`src/rtl/timer_pkg.sv`:
```
// Shared definitions for the BCD countdown timer: FSM encoding, digit radix
// limits and the input clamp applied to serially loaded digits.
package timer_pkg;

   localparam int DIGIT_W      = 4;
   localparam int BCD_MAX      = 9;
   localparam int SEC_TENS_MAX = 5;

   typedef enum logic [1:0] {
      ST_IDLE = 2'd0,
      ST_HOLD = 2'd1,
      ST_RUN  = 2'd2
   } timer_state_e;

   function automatic logic [DIGIT_W-1:0] clamp_bcd(input logic [DIGIT_W-1:0] d);
      return (d > DIGIT_W'(BCD_MAX)) ? DIGIT_W'(BCD_MAX) : d;
   endfunction

endpackage

```
`src/rtl/bcd_digit_down.sv`:
```
// One BCD digit of the decrement chain: wraps 0 -> MAX and borrows onward
// when a borrow arrives at zero.
module bcd_digit_down
   import timer_pkg::*;
#(
   parameter int MAX = BCD_MAX
) (
   input  logic [DIGIT_W-1:0] value,
   input  logic               borrow_in,
   output logic [DIGIT_W-1:0] next_value,
   output logic               borrow_out
);

   always_comb begin
      next_value = value;
      if (borrow_in) begin
         next_value = (value == '0) ? DIGIT_W'(MAX) : value - DIGIT_W'(1);
      end
   end

   assign borrow_out = borrow_in && (value == '0);

endmodule

```
`src/rtl/bcd_countdown_timer.sv`:
```
// Multi-digit BCD countdown timer with serial digit load, prescaled decrement,
// optional mm:ss radix on digit 1, and a one-cycle done pulse.
module bcd_countdown_timer
   import timer_pkg::*;
#(
   parameter int DIGITS   = 4,
   parameter int TICK_DIV = 100,
   parameter int MMSS     = 1
) (
   input  logic                      clock,
   input  logic                      clearn,
   input  logic [DIGIT_W-1:0]        data,
   input  logic                      loadn,
   input  logic                      en,
   output logic [DIGIT_W*DIGITS-1:0] digits,
   output logic                      zero,
   output logic                      running,
   output logic                      done
);

   localparam int VAL_W = DIGIT_W * DIGITS;
   localparam int PRE_W = (TICK_DIV > 2) ? $clog2(TICK_DIV) : 1;
   localparam logic [PRE_W-1:0] PRE_LAST = PRE_W'(TICK_DIV - 1);

   timer_state_e     state_q, state_d;
   logic [VAL_W-1:0] digits_q, digits_d;
   logic [VAL_W-1:0] dec_value;
   logic [VAL_W-1:0] shifted;
   logic [PRE_W-1:0] pre_q, pre_d;
   logic             done_q, done_d;
   logic [DIGITS:0]  borrow;
   logic             load, advance, wrap, dec;

   assign load    = ~loadn;
   assign zero    = (digits_q == '0);
   // A zero value never advances the prescaler, so counting cannot underflow.
   assign advance = en && !zero && !load;
   assign wrap    = (pre_q == PRE_LAST);
   assign dec     = advance && wrap;
   assign shifted = {digits_q[VAL_W-DIGIT_W-1:0], clamp_bcd(data)};

   assign borrow[0] = dec;

   for (genvar g = 0; g < DIGITS; g++) begin : g_digit
      localparam int DMAX = (g == 1 && MMSS != 0) ? SEC_TENS_MAX : BCD_MAX;
      bcd_digit_down #(.MAX(DMAX)) u_digit (
         .value      (digits_q[g*DIGIT_W +: DIGIT_W]),
         .borrow_in  (borrow[g]),
         .next_value (dec_value[g*DIGIT_W +: DIGIT_W]),
         .borrow_out (borrow[g+1])
      );
   end

   always_comb begin
      digits_d = digits_q;
      pre_d    = pre_q;
      done_d   = 1'b0;
      state_d  = state_q;
      if (load) begin
         digits_d = shifted;
         pre_d    = '0;
      end else if (advance) begin
         if (wrap) begin
            pre_d    = '0;
            digits_d = dec_value;
            done_d   = (dec_value == '0) && !borrow[DIGITS];
         end else begin
            pre_d = pre_q + PRE_W'(1);
         end
      end
      // State mirrors the value just produced and the enable sampled this edge.
      if (digits_d == '0) begin
         state_d = ST_IDLE;
      end else if (en) begin
         state_d = ST_RUN;
      end else begin
         state_d = ST_HOLD;
      end
   end

   always_ff @(posedge clock) begin
      if (!clearn) begin
         state_q  <= ST_IDLE;
         digits_q <= '0;
         pre_q    <= '0;
         done_q   <= 1'b0;
      end else begin
         state_q  <= state_d;
         digits_q <= digits_d;
         pre_q    <= pre_d;
         done_q   <= done_d;
      end
   end

   assign digits  = digits_q;
   assign running = (state_q == ST_RUN);
   assign done    = done_q;

endmodule

```
`config.mk`:
```
export PLATFORM = sky130hd
export DESIGN_NAME = bcd_countdown_timer
export DESIGN_NICKNAME = d
export VERILOG_FILES = /design/src/rtl/timer_pkg.sv /design/src/rtl/bcd_digit_down.sv /design/src/rtl/bcd_countdown_timer.sv
export SDC_FILE = /design/constraint.sdc
export NUM_CORES = 1
export LEC_CHECK = 0
export CAP_MARGIN = 20
export CELL_PAD_IN_SITES_DETAIL_PLACEMENT = 1
export CELL_PAD_IN_SITES_GLOBAL_PLACEMENT = 2
export CORE_MARGIN = 4
export CORE_UTILIZATION = 33
export CTS_BUF_LIST = sky130_fd_sc_hd__clkbuf_16
export DETAILED_ROUTE_END_ITERATION = 8
export PLACE_DENSITY = 0.87
export SYNTH_ARGS = -nofsm -noshare
export SYNTH_HDL_FRONTEND = slang
export SYNTH_SLANG_ARGS = --single-unit
```
`constraint.sdc`:
```
create_clock -name clock -period 5 [get_ports clock]
set_input_delay 0.75 -clock clock [delete_from_list [all_inputs] [get_ports clock]]
set_output_delay 0.75 -clock clock [all_outputs]
set_load 0.1 [all_outputs]
```
==> results_dict.tcl, run 1 <==
set metrics [dict create \
    final_cell_mix "dfxtp_1 (26), clkdlybuf4s50_1 (26), nor2_1 (20)" \
    whs_path_depth 2 \
    vias_per_cell 5.989 \
    wl_per_cell_um 18.29 \
    finalClockSkew_ns 0.003364 \
    initial_utilization 0.3508 \
    reg2reg_from "digits[8]" \
    layout-drive-gt1-share 0.08837 \
    hpwl_mm 3.679 \
    syn_area_per_cell_um2 8.146 \
    tns_ns 0 \
    ys_ff_latch 26 \
    dr.pass1.iters 4 \
    hold_class "register to register" \
    crit_arrival_ns 2.87 \
    slowest_stage "clkdlybuf4s50_1" \
    grt_pass1_wl_mm 8.100 \
    postRouteAntennaNets 0 \
    yosysUniqueCellTypes 51 \
    fillCellCount 546 \
    grt_overflow 0 \
    worst_pin_slew_ns 0.9851 \
    ys_warn_count 0 \
    drv_slew 0 \
    crit_fanout 12 \
    nets 225 \
    row_count 24 \
    io_pins 27 \
    end_kind "output pin" \
    num_vias 1599 \
    dr.first_iter.drc_count 147 \
    cts_tree "built" \
    grt_antenna_before_repair 0 \
    syn_nets 203 \
    vdd.ir_drop.worst_mv 0.1755 \
    ys.flop_type "dfxtp_1" \
    topRoutingLayerUsed "met4" \
    met1_length_mm 2.206 \
    synth_edf_count 0 \
    path_buf_inv 2 \
    clock.fmax_mhz 276.4 \
    dp_cells 263 \
    cts_sinks 26 \
    grt.total_usage 0.1643 \
    clockBufferDepth 2 \
    grt_pass1_vias 1632 \
    finalSetupViolCount 0 \
    fin_crit_ns 3.618 \
    clkTransAtPathRegs_ns 0.07 \
    port_buffers 26 \
    die_h_um 77.20 \
    start_kind "register" \
    htree_levels 1 \
    synthArstFlopShare 0 \
    syn_area_um2 1580 \
    drv_cap 0 \
    crit_path_max_incr_delay_ns 1.17 \
    hold-path-endpoint "pre_q[6]" \
    post_cts_buffers 0 \
    fin_hold_ws_ns 0.5143 \
    total_power_uw 614.7 \
    grt_max_degree 21 \
    slew-limit-headroom 0.3412 \
    routabilityCongestion 0.8131 \
    power_density_nw_per_um2 310.8 \
    syn_inst 194 \
    cp_top_family "buffers and inverters" \
    n_antenna_cell 0 \
    numCtsBuffers 3 \
    cts_resized 0 \
    cts_root_buf "clkbuf_16" \
    ff2ff_path_depth 8 \
    core_um2 4504 \
    rsz0062_at_grt "no" \
    final_cells 267 \
    status "finished, final reports clean" \
    drt-total-wl_mm 4.884 \
    cts_hold_buffers 0 \
    cp-startpoint "digits[8]" \
    hp-start "pre_q[6]" \
    route.met2.wl_mm 2.449 \
    path_cells "nor4_1, nand4_1, clkinv_1, clkdlybuf4s50_1" \
    fin_area_um2 1978 \
    routed-wl-met3_um 166 \
    clk_latency_ns 0.26 \
    fp.dieW_um 77.20 \
    r2r_end "state_q[1]" \
    critPathRequiredTime_ns 4.25 \
    critPathKind "register to output pin" \
    r2r_slack_ns 2.19 \
    seq_area_frac_synth 0.3294 \
    leakagePower_nw 0.6937 \
    area_delta_synth_final_pct 25.18 \
    placed_area_um2 1873 \
    drt_drc_violations_left 0 \
    die_area_um2 5960 \
    min_period_over_period 0.7236 \
    report.final.hold_viol_count 0 \
]
==> state kept, by name, summed over array words and instances, names as in the netlist <==
name,flops
pre_q,7
state_q,2
digits,16
done,1
==> metrics by stage <==
| stage | worst slack [ns] | utilization |
|---|---|---|
| final | 1.382 | 0.4392 |
| after global routing | 1.271 | 0.4392 |
| after CTS | 1.395 | 0.4392 |
| after detailed placement | 1.489 | 0.4158 |
| after global placement | 1.550 | 0.4158 |
| after floorplan | 1.212 | - |
==> worst min-delay path, delay by kind of cell (launching register included) <==
family	cells	cell delay [ns]
flops	1	0.33
compound gates	2	0.14
==> area by class of cell <==
type | count | area, um^2 | area share
flip-flops and latches | 26 | 520.5 | 0.2631
multi-input cells | 156 | 1012 | 0.5117
repair buffers | 27 | 267.8 | 0.1354
clock buffers | 3 | 75.07 | 0.03795
well taps | 52 | 65.06 | 0.03289
clock inverters | 1 | 30.03 | 0.01518
inverters | 2 | 7.507 | 0.003795
==> how the worst max path moves through the flow <==
stage / end / slack, ns / cells past startpoint
after floorplan: state_q[0] / 1.21 / 9
after global placement: state_q[1] / 1.55 / 8
after detailed placement: state_q[1] / 1.49 / 8
after CTS: zero / 1.39 / 4
after global routing: zero / 1.27 / 4
final: zero / 1.38 / 4
==> synthesized netlist by cell type (2+ instances only) <==
library cell / number / area (um^2)
clkbuf_1: 8 / 30.03
a211oi_1: 2 / 15.01
a21oi_1: 11 / 55.05
nor2b_1: 5 / 31.28
o22ai_1: 2 / 12.51
xnor2_1: 2 / 17.52
o211a_1: 2 / 20.02
and4_1: 2 / 17.52
xor2_1: 3 / 26.28
nand2_1: 15 / 56.30
or4_4: 2 / 22.52
o21ai_0: 11 / 55.05
nor4_4: 2 / 42.54
o311ai_0: 2 / 17.52
a21boi_0: 2 / 15.01
or4_1: 3 / 22.52
mux2i_1: 3 / 30.03
nor2_1: 20 / 75.07
nor3_1: 5 / 25.02
and2_1: 7 / 43.79
or3_1: 3 / 18.77
nand3_1: 4 / 20.02
or2_2: 3 / 18.77
a31oi_1: 5 / 31.28
buf_2: 2 / 10.01
nor4_1: 8 / 50.05
o211ai_1: 2 / 15.01
dfxtp_1: 26 / 520.5
o31a_1: 2 / 17.52
nand4_1: 7 / 43.79
o21a_1: 3 / 22.52
==> report_power, final <==
group          leakage, nW  total [mW]  switching, mW  internal, mW
clock network       0.0511       0.237         0.0772         0.160
registers            0.213       0.231         0.0162         0.215
logic                0.430       0.147          0.102        0.0452
==> cell families after synthesis <==
group | count (synthesis) | share of synthesized area
multiplexers | 3 | 0.01900
AO/OA/AOI/OAI | 50 | 0.2114
XOR/XNOR | 5 | 0.02772
buffers and inverters | 12 | 0.03008
AND/OR/NAND/NOR | 97 | 0.3745
flip-flops | 26 | 0.3294
adder cells (fa/ha/maj) | 1 | 0.007916
==> routing by layer <==
layer  vias up  GRT usage
li1        774          -
met1       788     0.2054
met2        31     0.2936
met3         6    0.02459
met4         0    0.03915
met5         -          0
(Power assumes the default switching activity.)
==> run 2: changes to the inputs <==
--- a/config.mk
+++ b/config.mk
@@ -9,10 +9,10 @@
 export CELL_PAD_IN_SITES_DETAIL_PLACEMENT = 1
 export CELL_PAD_IN_SITES_GLOBAL_PLACEMENT = 2
 export CORE_MARGIN = 4
-export CORE_UTILIZATION = 33
+export CORE_UTILIZATION = 31
 export CTS_BUF_LIST = sky130_fd_sc_hd__clkbuf_16
 export DETAILED_ROUTE_END_ITERATION = 8
-export PLACE_DENSITY = 0.87
+export PLACE_DENSITY = 0.82
 export SYNTH_ARGS = -nofsm -noshare
 export SYNTH_HDL_FRONTEND = slang
 export SYNTH_SLANG_ARGS = --single-unit
==> constraint.sdc (replaced) <==
create_clock -name clock -period 3.4 [get_ports clock]
set_input_delay 0.51 -clock clock [delete_from_list [all_inputs] [get_ports clock]]
set_output_delay 0.51 -clock clock [all_outputs]
set_load 0.1 [all_outputs]
==> results_dict.tcl, run 2 (synthesized netlist as in run 1, its figures left out) <==
set metrics [dict create \
    cp_top_family "simple AND/OR/NAND/NOR gates" \
    final_cells 284 \
    final_cell_mix "dfxtp_1 (26), nor2_1 (20), nand2_1 (15), clkdlybuf4s50_1 (15), buf_4 (15)" \
    slew-limit-headroom 0.3498 \
    die_area_um2 6304 \
    n_antenna_cell 0 \
    grt_max_degree 23 \
    grt_overflow 0 \
    power_density_nw_per_um2 416.1 \
    finalSetupViolCount 0 \
    clockPowerShare 0.317 \
    clock.fmax_mhz 351.1 \
    reg2reg_from "digits[3]" \
    min_period_over_period 0.8377 \
    grt_pass1_wl_mm 8.631 \
    largest_register_ffs 16 \
    r2r_slack_ns 0.69 \
    fillCellCount 620 \
    wl_per_cell_um 17.62 \
    cts_resized 0 \
    p_comb_frac 0.266 \
    dp_cells 281 \
    drt-total-wl_mm 5.003 \
    seq_area_um2 520.5 \
    rsz0062_at_grt "no" \
    whs_path_depth 2 \
    ff2ff_path_depth 7 \
    tns_ns 0 \
    crit_arrival_ns 2.99 \
    post_cts_buffers 0 \
    htree_levels 1 \
    cts_tree "built" \
    grt_pass1_vias 1647 \
    clk_latency_ns 0.26 \
    placed_area_um2 1888 \
    hpwl_mm 3.759 \
    clockBufferDepth 2 \
    postRouteAntennaNets 0 \
    final_util 0.4075 \
    drv_cap 0 \
    area_delta_synth_final_pct 24.23 \
    multiInputGateArea_um2 1012 \
    critPathRequiredTime_ns 3.54 \
    num_vias 1593 \
    fp.dieW_um 79.40 \
    clkTransAtPathRegs_ns 0.06 \
    cts_sinks 26 \
    die_h_um 79.40 \
    p_int_uw 539.0 \
    hold-path-endpoint "pre_q[6]" \
    p_sw_uw 277.8 \
    row_count 25 \
    initial_utilization 0.3281 \
    dr.pass1.iters 4 \
    path_cells "clkdlybuf4s50_1, and4_1, nand4_2, o211a_1, a211oi_1, or3b_2, nor4_4, a21oi_1" \
    numCtsBuffers 3 \
    start_kind "input port" \
    crit_path_max_incr_delay_ns 0.56 \
    routabilityCongestion 0.8053 \
    report.final.hold_viol_count 0 \
    finalClockSkew_ns 0.004186 \
    leakagePower_nw 0.7169 \
    hold_class "register to register" \
    layout-drive-gt1-share 0.1521 \
    core_um2 4817 \
    vdd.ir_drop.worst_mv 0.1516 \
    setup_ws_ns 0.5519 \
    crit_fanout 9 \
    cts_root_buf "clkbuf_16" \
    grt.total_usage 0.1724 \
    final_common_cell "dfxtp_1" \
    fin_hold_ws_ns 0.5203 \
    switching_share 0.3401 \
    fin_area_um2 1963 \
    slowest_stage "clkdlybuf4s50_1" \
    fin_crit_ns 2.848 \
    worst_pin_slew_ns 0.9722 \
    cp-startpoint "en" \
    io_pins 27 \
    grt_antenna_before_repair 0 \
    critPathKind "input port to register" \
    vias_per_cell 5.609 \
    drt_drc_violations_left 0 \
    pwr-share-seq 0.417 \
    status "finished, final reports clean" \
    cts_hold_buffers 0 \
    nets 228 \
    dr.first_iter.drc_count 87 \
    r2r_end "state_q[1]" \
    place_ws_ns 0.2427 \
    hp-start "pre_q[6]" \
    end_kind "register" \
    drv_slew 0 \
    total_power_uw 816.8 \
    port_buffers 26 \
    path_buf_inv 1 \
]
-- run 2: worst max-delay path by stage --
stage	end	slack, ns	cells past startpoint
3_3_place_gp	state_q[1]	0.26	8
6_report	state_q[1]	0.55	8
5_1_grt	state_q[0]	0.27	8
4_1_cts	state_q[1]	0.52	8
2_1_floorplan	state_q[0]	0.08	9
3_5_place_dp	state_q[1]	0.24	8
-- run 2: per-layer routing --
layer	share of wire	global-route usage
met1	0.44	0.2143
met2	0.50	0.2988
met3	0.036	0.03273
met4	0.022	0.05498
met5	0	0
-- run 2: area by class of cell --
type                            instances  share of cell area
Timing Repair Buffer                   30              0.1338
Multi-Input combinational cell        156              0.5156
Sequential cell                        26              0.2651
Clock buffer                            3             0.03824
Inverter                                2            0.004461
Tap cell                               67             0.04270
-- run 2: worst register-to-register path, cell delays in order (launching register included) --
cell and delay [ns]:
dfxtp_1 0.40, nor4_2 0.50, nand4_2 0.33, o211a_1 0.32
a211oi_1 0.28, or3b_2 0.52, nor4_4 0.16, a21oi_1 0.10
-- run 2: power by group through the flow --
stage	Combinational [mW]	Sequential (mW)	Clock [mW]
2_1_floorplan	0.101	0.402	0
4_1_cts	0.218	0.341	0.270
3_5_place_dp	0.217	0.347	0
3_3_place_gp	0.215	0.346	0
6_report	0.217	0.341	0.259
5_1_grt	0.231	0.344	0.280
